`config.mk`:
```
export PLATFORM = sky130hd
export DESIGN_NAME = alu_seq_ctrl
export DESIGN_NICKNAME = d
export VERILOG_FILES = /design/src/rtl/alu_pkg.sv /design/src/rtl/alu_timeout_cnt.sv /design/src/rtl/alu_seq_ctrl.sv
export SDC_FILE = /design/constraint.sdc
export NUM_CORES = 1
export LEC_CHECK = 0
export ABC_AREA = 1
export BUFFER_PORTS_ARGS = -buffer_cell sky130_fd_sc_hd__buf_4
export CAP_MARGIN = 20
export CELL_PAD_IN_SITES_DETAIL_PLACEMENT = 1
export CELL_PAD_IN_SITES_GLOBAL_PLACEMENT = 1
export CORE_MARGIN = 1
export CORE_UTILIZATION = 37
export DETAILED_ROUTE_END_ITERATION = 8
export PLACE_DENSITY = 0.83
export RECOVER_POWER = 100
export SYNTH_ARGS = -nofsm -noshare
export SYNTH_HDL_FRONTEND = slang
export SYNTH_HIERARCHICAL = 1
export SYNTH_SLANG_ARGS = --single-unit
export TNS_END_PERCENT = 30
```
`constraint.sdc`:
```
create_clock -name clk -period 3.4 [get_ports clk]
set_input_delay 0.34 -clock clk [delete_from_list [all_inputs] [get_ports clk]]
set_output_delay 0.34 -clock clk [all_outputs]
set_load 0.01 [all_outputs]
```
`src/rtl/alu_pkg.sv`:
```
// Shared op codes, sequencer state encoding and ZNCV flag layout for the
// ALU request/response sequencer.
package alu_pkg;

  localparam logic [4:0] OP_AND = 5'd0;
  localparam logic [4:0] OP_OR  = 5'd1;
  localparam logic [4:0] OP_DIV = 5'd2;
  localparam logic [4:0] OP_XOR = 5'd3;
  localparam logic [4:0] OP_NOT = 5'd4;
  localparam logic [4:0] OP_MOD = 5'd5;
  localparam logic [4:0] OP_SHL = 5'd6;
  localparam logic [4:0] OP_MUL = 5'd7;
  localparam logic [4:0] OP_SHR = 5'd8;
  localparam logic [4:0] OP_ROL = 5'd9;
  localparam logic [4:0] OP_ADD = 5'd10;
  localparam logic [4:0] OP_SUB = 5'd11;
  localparam logic [4:0] OP_INC = 5'd12;
  localparam logic [4:0] OP_DEC = 5'd13;
  localparam logic [4:0] OP_NEG = 5'd14;
  localparam logic [4:0] OP_TST = 5'd15;
  localparam logic [4:0] OP_MOV = 5'd16;
  localparam logic [4:0] OP_CMP = 5'd17;
  localparam logic [4:0] OP_MAX = OP_CMP;

  // Bit positions inside a {Z,N,C,V} flag nibble.
  localparam int FLAG_Z = 3;
  localparam int FLAG_N = 2;
  localparam int FLAG_C = 1;
  localparam int FLAG_V = 0;

  typedef enum logic [2:0] {
    ST_IDLE  = 3'd0,
    ST_EXEC  = 3'd1,
    ST_START = 3'd2,
    ST_WAIT  = 3'd3,
    ST_RESP  = 3'd4
  } state_e;

  function automatic logic is_multi_cycle(input logic [4:0] op);
    return (op == OP_DIV) || (op == OP_MOD) || (op == OP_MUL);
  endfunction

  function automatic logic is_illegal(input logic [4:0] op);
    return op > OP_MAX;
  endfunction

  function automatic logic is_div_zero(input logic [4:0] op, input logic [15:0] b);
    return ((op == OP_DIV) || (op == OP_MOD)) && (b == 16'h0000);
  endfunction

endpackage

```
`src/rtl/alu_timeout_cnt.sv`:
```
// Watchdog counter for multi-cycle ALU ops: cleared on start, counts while
// enabled, flags expiry once it has sat at TIMEOUT_CYCLES-1.
module alu_timeout_cnt #(
  parameter int TIMEOUT_CYCLES = 64,
  parameter int CNT_W          = 7
) (
  input  logic clk,
  input  logic rst,
  input  logic clr,
  input  logic en,
  output logic expired
);

  logic [CNT_W-1:0] cnt;

  assign expired = (cnt == CNT_W'(TIMEOUT_CYCLES - 1));

  // NOTE: sequential state is always updated with <= so every flop samples
  // pre-edge values regardless of block evaluation order.
  always_ff @(posedge clk or negedge rst) begin
    if (!rst) begin
      cnt <= '0;
    end else if (clr) begin
      cnt <= '0;
    end else if (en && !expired) begin
      cnt <= cnt + CNT_W'(1);
    end
  end

endmodule

```
`src/rtl/alu_seq_ctrl.sv`:
```
// Request/response sequencer in front of the 16-bit ALU: runs one op at a
// time, handshakes multi-cycle units and keeps a persistent ZNCV register.
module alu_seq_ctrl
  import alu_pkg::*;
#(
  parameter int TIMEOUT_CYCLES = 64,
  parameter int CNT_W          = 7
) (
  input  logic        clk,
  input  logic        rst,
  input  logic        req_valid,
  output logic        req_ready,
  input  logic [4:0]  req_op,
  input  logic [15:0] req_a,
  input  logic [15:0] req_b,
  output logic        rsp_valid,
  input  logic        rsp_ready,
  output logic [15:0] rsp_result,
  output logic [15:0] rsp_result_high,
  output logic [3:0]  rsp_flags,
  output logic        rsp_err,
  output logic [3:0]  status_flags,
  output logic [4:0]  alu_op,
  output logic [15:0] alu_a,
  output logic [15:0] alu_b,
  output logic        alu_start,
  output logic        alu_clr,
  input  logic [15:0] alu_result,
  input  logic [15:0] alu_result_high,
  input  logic        alu_done_div,
  input  logic        alu_done_mod,
  input  logic        alu_done_mul,
  input  logic        alu_z,
  input  logic        alu_n,
  input  logic        alu_c,
  input  logic        alu_v
);

  state_e     state_q, state_d;
  logic       accept;
  logic       req_is_err;
  logic       done_match;
  logic       timed_out;
  logic       capture;
  logic       load_err;
  logic       abort;
  logic       cnt_clr;
  logic       cnt_en;
  logic [3:0] alu_flags;

  assign req_ready = (state_q == ST_IDLE);
  assign rsp_valid = (state_q == ST_RESP);
  assign alu_start = (state_q == ST_START);
  assign accept    = req_valid && req_ready;

  // Errors detectable at accept time skip the ALU entirely.
  assign req_is_err = is_illegal(req_op) || is_div_zero(req_op, req_b);

  // Only the done of the unit that was actually started counts.
  assign done_match = ((alu_op == OP_DIV) && alu_done_div) ||
                      ((alu_op == OP_MOD) && alu_done_mod) ||
                      ((alu_op == OP_MUL) && alu_done_mul);

  always_comb begin
    alu_flags         = '0;
    alu_flags[FLAG_Z] = alu_z;
    alu_flags[FLAG_N] = alu_n;
    alu_flags[FLAG_C] = alu_c;
    alu_flags[FLAG_V] = alu_v;
  end

  alu_timeout_cnt #(
    .TIMEOUT_CYCLES (TIMEOUT_CYCLES),
    .CNT_W          (CNT_W)
  ) u_timeout (
    .clk     (clk),
    .rst     (rst),
    .clr     (cnt_clr),
    .en      (cnt_en),
    .expired (timed_out)
  );

  // NOTE: every output of this block gets a default before the case so no
  // path leaves a variable unassigned, which would infer a latch.
  always_comb begin
    state_d  = state_q;
    capture  = 1'b0;
    load_err = 1'b0;
    abort    = 1'b0;
    cnt_clr  = 1'b0;
    cnt_en   = 1'b0;
    unique case (state_q)
      ST_IDLE: begin
        if (req_valid) begin
          if (req_is_err) begin
            load_err = 1'b1;
            state_d  = ST_RESP;
          end else if (is_multi_cycle(req_op)) begin
            state_d = ST_START;
          end else begin
            state_d = ST_EXEC;
          end
        end
      end
      ST_EXEC: begin
        capture = 1'b1;
        state_d = ST_RESP;
      end
      ST_START: begin
        cnt_clr = 1'b1;
        state_d = ST_WAIT;
      end
      ST_WAIT: begin
        if (done_match) begin
          capture = 1'b1;
          state_d = ST_RESP;
        end else if (timed_out) begin
          load_err = 1'b1;
          abort    = 1'b1;
          state_d  = ST_RESP;
        end else begin
          cnt_en = 1'b1;
        end
      end
      ST_RESP: begin
        if (rsp_ready) state_d = ST_IDLE;
      end
      default: state_d = ST_IDLE;
    endcase
  end

  always_ff @(posedge clk or negedge rst) begin
    if (!rst) begin
      state_q <= ST_IDLE;
    end else begin
      state_q <= state_d;
    end
  end

  // Operand registers, response capture and the persistent status flags.
  always_ff @(posedge clk or negedge rst) begin
    if (!rst) begin
      alu_op          <= '0;
      alu_a           <= '0;
      alu_b           <= '0;
      alu_clr         <= 1'b0;
      rsp_result      <= '0;
      rsp_result_high <= '0;
      rsp_flags       <= '0;
      rsp_err         <= 1'b0;
      status_flags    <= '0;
    end else begin
      alu_clr <= abort;
      if (accept) begin
        alu_op <= req_op;
        alu_a  <= req_a;
        alu_b  <= req_b;
      end
      if (capture) begin
        // TST and CMP exist only for their flags.
        rsp_result      <= ((alu_op == OP_TST) || (alu_op == OP_CMP)) ? 16'h0000 : alu_result;
        rsp_result_high <= (alu_op == OP_MUL) ? alu_result_high : 16'h0000;
        rsp_flags       <= alu_flags;
        rsp_err         <= 1'b0;
        status_flags    <= alu_flags;
      end else if (load_err) begin
        rsp_result      <= '0;
        rsp_result_high <= '0;
        rsp_flags       <= '0;
        rsp_err         <= 1'b1;
      end
    end
  end

endmodule
```
==> results.json <==
{
  "post_cts_resized": 0,
  "synth_compound_area_share_pct": 1.36,
  "top_layer": "met4",
  "diodes": 0,
  "vias_per_cell": 4.88,
  "synth.area.top_cells": "dfrtp_1, nand2_1, nand4_1, nand3_1, nor2_1",
  "min-delay-start": "req_a[11]",
  "p_leak_nw": 2.76,
  "antenna_left": 0,
  "ys_seq_area_share_pct": 55.2,
  "slowest_stage": "clkbuf_1",
  "routabilityCongestion": 0.813,
  "syn-mean-instance-area_um2": 8.34,
  "synth-async-reset-ratio_pct": 100,
  "synth.distinct_cells": 24,
  "yosysTopAreaCell": "dfrtp_1",
  "period_minus_slack_ns": 2.50,
  "synth_warnings": 6,
  "syn2layout_area_growth_pct": 27.3,
  "synth_area_um2": 4040,
  "antenna_found_initial": 0,
  "max_cap_violations": 2,
  "htreeDepth": 3,
  "grt_usage_pct": 22.0,
  "met2_length_um": 5890,
  "grt-ovfl-total": 0,
  "wire_per_inst_um": 15.3,
  "cts_hold_buf": 0,
  "clk_pin_slew_worst_paths_ns": 0.10,
  "cts_tree": "done",
  "failed_checks": "capacitance limit, slew limit",
  "placed_cells": 764,
  "hold_path.class": "in -> reg",
  "syn_nets": 565,
  "synthMuxAreaShare_pct": 0,
  "power_w": 0.00392,
  "crit_family": "simple AND/OR/NAND/NOR gates",
  "slew_violations": 121,
  "synth_seq_cells": 89,
  "finClkSkew_ns": 0.0185,
  "post_cts_buffers": 0,
  "synth-simple-area-share_pct": 36.5,
  "cts_buffers": 9,
  "max_stage_delay_ns": 0.74,
  "ir_drop_mv": 0.281,
  "dieWidth_um": 106,
  "worstPathMaxFanout": 44,
  "synthAdderAreaFrac_pct": 0.310,
  "chipHeight_um": 106,
  "tns_ns": 0,
  "synthFlopType": "dfrtp_1",
  "ioPinCount": 162,
  "insertion_delay_ns": 0.36,
  "power.density_nw_per_um2": 763,
  "critical_path_arrival_ns": 2.74,
  "setup_viol": 0,
  "worst_slew_pin_slew_ns": 1.90,
  "synthCells": 484,
  "cts.sinks": 89,
  "drt-initial-drc-count": 130,
  "cts_buffer_depth": 2,
  "drive_above_1_share_pct": 17.2,
  "end_kind": "flip-flop",
  "pre_cts_ws_ns": 1.34,
  "slew_headroom_pct": -26.7,
  "yosysTopAreaCellShare_pct": 55.2,
  "hpwl_um": 8790,
  "fmax_mhz": 400,
  "instances_no_fill": 780,
  "routed_wl_um": 11900,
  "cp-startpoint": "state_q[1]",
  "grt_pass1_wl_um": 19600,
  "io_buffers": 161,
  "synth_edf_count": 0,
  "wl_met3_um": 881,
  "num_vias": 3804,
  "rsz0062_at_grt": "no",
  "grt_pass1_vias": 4040,
  "synth_most_common_cell": "nand2_1",
  "hold_ws_ns": 0.169,
  "fin_nets": 720,
  "synth_common_cells": "nand2_1, dfrtp_1, nand4_1",
  "dr.pass1.iters": 4,
  "synth_top_family_by_area": "simple AND/OR/NAND/NOR gates",
  "timing.final.ws_setup_ns": 0.901,
  "timing_worst_setup_path_type": "reg -> reg",
  "grt_max_degree": 76,
  "rows": 37,
  "hold_viol": 0,
  "root_buffer": "clkbuf_8",
  "die_area_um2": 11300,
  "crit_buf_inv": 1,
  "initial_core_util_pct": 38.6,
  "core_um2": 10500,
  "r2r-start": "state_q[1]",
  "route.detailed.drc": 0,
  "period_share_pct": 73.5,
  "timing.critical_path.cells": "nor3_1 > nand2_2 > clkbuf_1 > o21ai_0",
  "cp_data_required_time_ns": 3.64,
  "cp-start-kind": "flip-flop",
  "synthXorXnorAreaFrac_pct": 0,
  "drt-met1-wl_um": 5090,
  "status": "complete, but fails checks"
}
==> logic make-up (layout without fill, tap and decap cells) <==
group / after synthesis / in the layout
and+or+nand+nor: 325 / 325
DFF: 89 / 89
buffers and inverters: 58 / 218
AOI/OAI and AO/OA: 11 / 11
adders and majority gates: 1 / 1
==> cell type report <==
cell class                      instances  area [um^2]
Clock buffer                           10          128
Clock inverter                          6         51.3
Fill cell                            1363         5320
Inverter                               37          144
Multi-Input combinational cell        337         1500
Sequential cell                        89         2230
Tap cell                              136          170
Timing Repair Buffer                  165          921
==> report_power, final <==
group          switching [W]  leakage, nW  internal (W)  total (W)
sequential          0.000265         1.15       0.00144    0.00171
combinational        0.00103         1.53      0.000506    0.00154
clock               0.000403       0.0814      0.000276   0.000679
==> layer usage <==
| layer | GRT usage, % | vias up |
|---|---|---|
| li1 | - | 1849 |
| met1 | 27.6 | 1841 |
| met2 | 37.2 | 108 |
| met3 | 6.32 | 6 |
| met4 | 5.28 | 0 |
| met5 | 0 | - |
==> cell usage in the layout (no fill, tap or decap) <==
cell	n
nand3b_1	1
clkbuf_1	85
nand4_1	44
clkinv_4	1
nor3_1	2
nand2_1	203
buf_4	80
clkbuf_8	9
inv_2	5
clkbuf_2	1
nand2_2	2
dfrtp_1	89
inv_8	1
o21ai_0	11
nor2_4	4
inv_1	31
nor2_1	36
clkinvlp_4	3
inv_6	2
nand3_1	30
nand2_4	3
ha_1	1
==> state kept, by name (all words and copies together), names as in the netlist, 3 cells and up <==
| register | count |
|---|---|
| alu_a | 16 |
| alu_b | 16 |
| rsp_result | 16 |
| rsp_result_high | 16 |
| u_timeout/cnt | 7 |
| alu_op | 5 |
| rsp_flags | 4 |
| status_flags | 4 |
| state_q | 3 |
==> worst register-to-register path: cells and delay by family (launching register included) <==
kind / cells / cell delay, ns
and+or+nand+nor: 2 / 0.74
buffers and inverters: 1 / 0.74
AOI/OAI and AO/OA: 1 / 0.48
DFF: 1 / 0.44
==> through the flow <==
stage,utilization (%),area [um^2]
finish,49.1,5140
global route,49.1,5140
CTS,52.6,5500
detailed placement,50.8,5320
global placement,50.8,5320
floorplan,-,4040
==> path summary, 6_finish.rpt <==
kind / depth (start not counted) / slack (ns) / to
worst max register to register: 4 / 0.90 / alu_b[14]
max in group asynchronous: 2 / 1.32 / u_timeout/cnt[3]
worst min-delay path: 3 / 0.17 / alu_a[11]
worst max-delay path: 4 / 0.90 / alu_b[14]
min in group asynchronous: 1 / 0.48 / u_timeout/cnt[2]
worst min register to register: 2 / 0.48 / alu_b[6]
No activity file was read; power rests on OpenSTA's default activity.
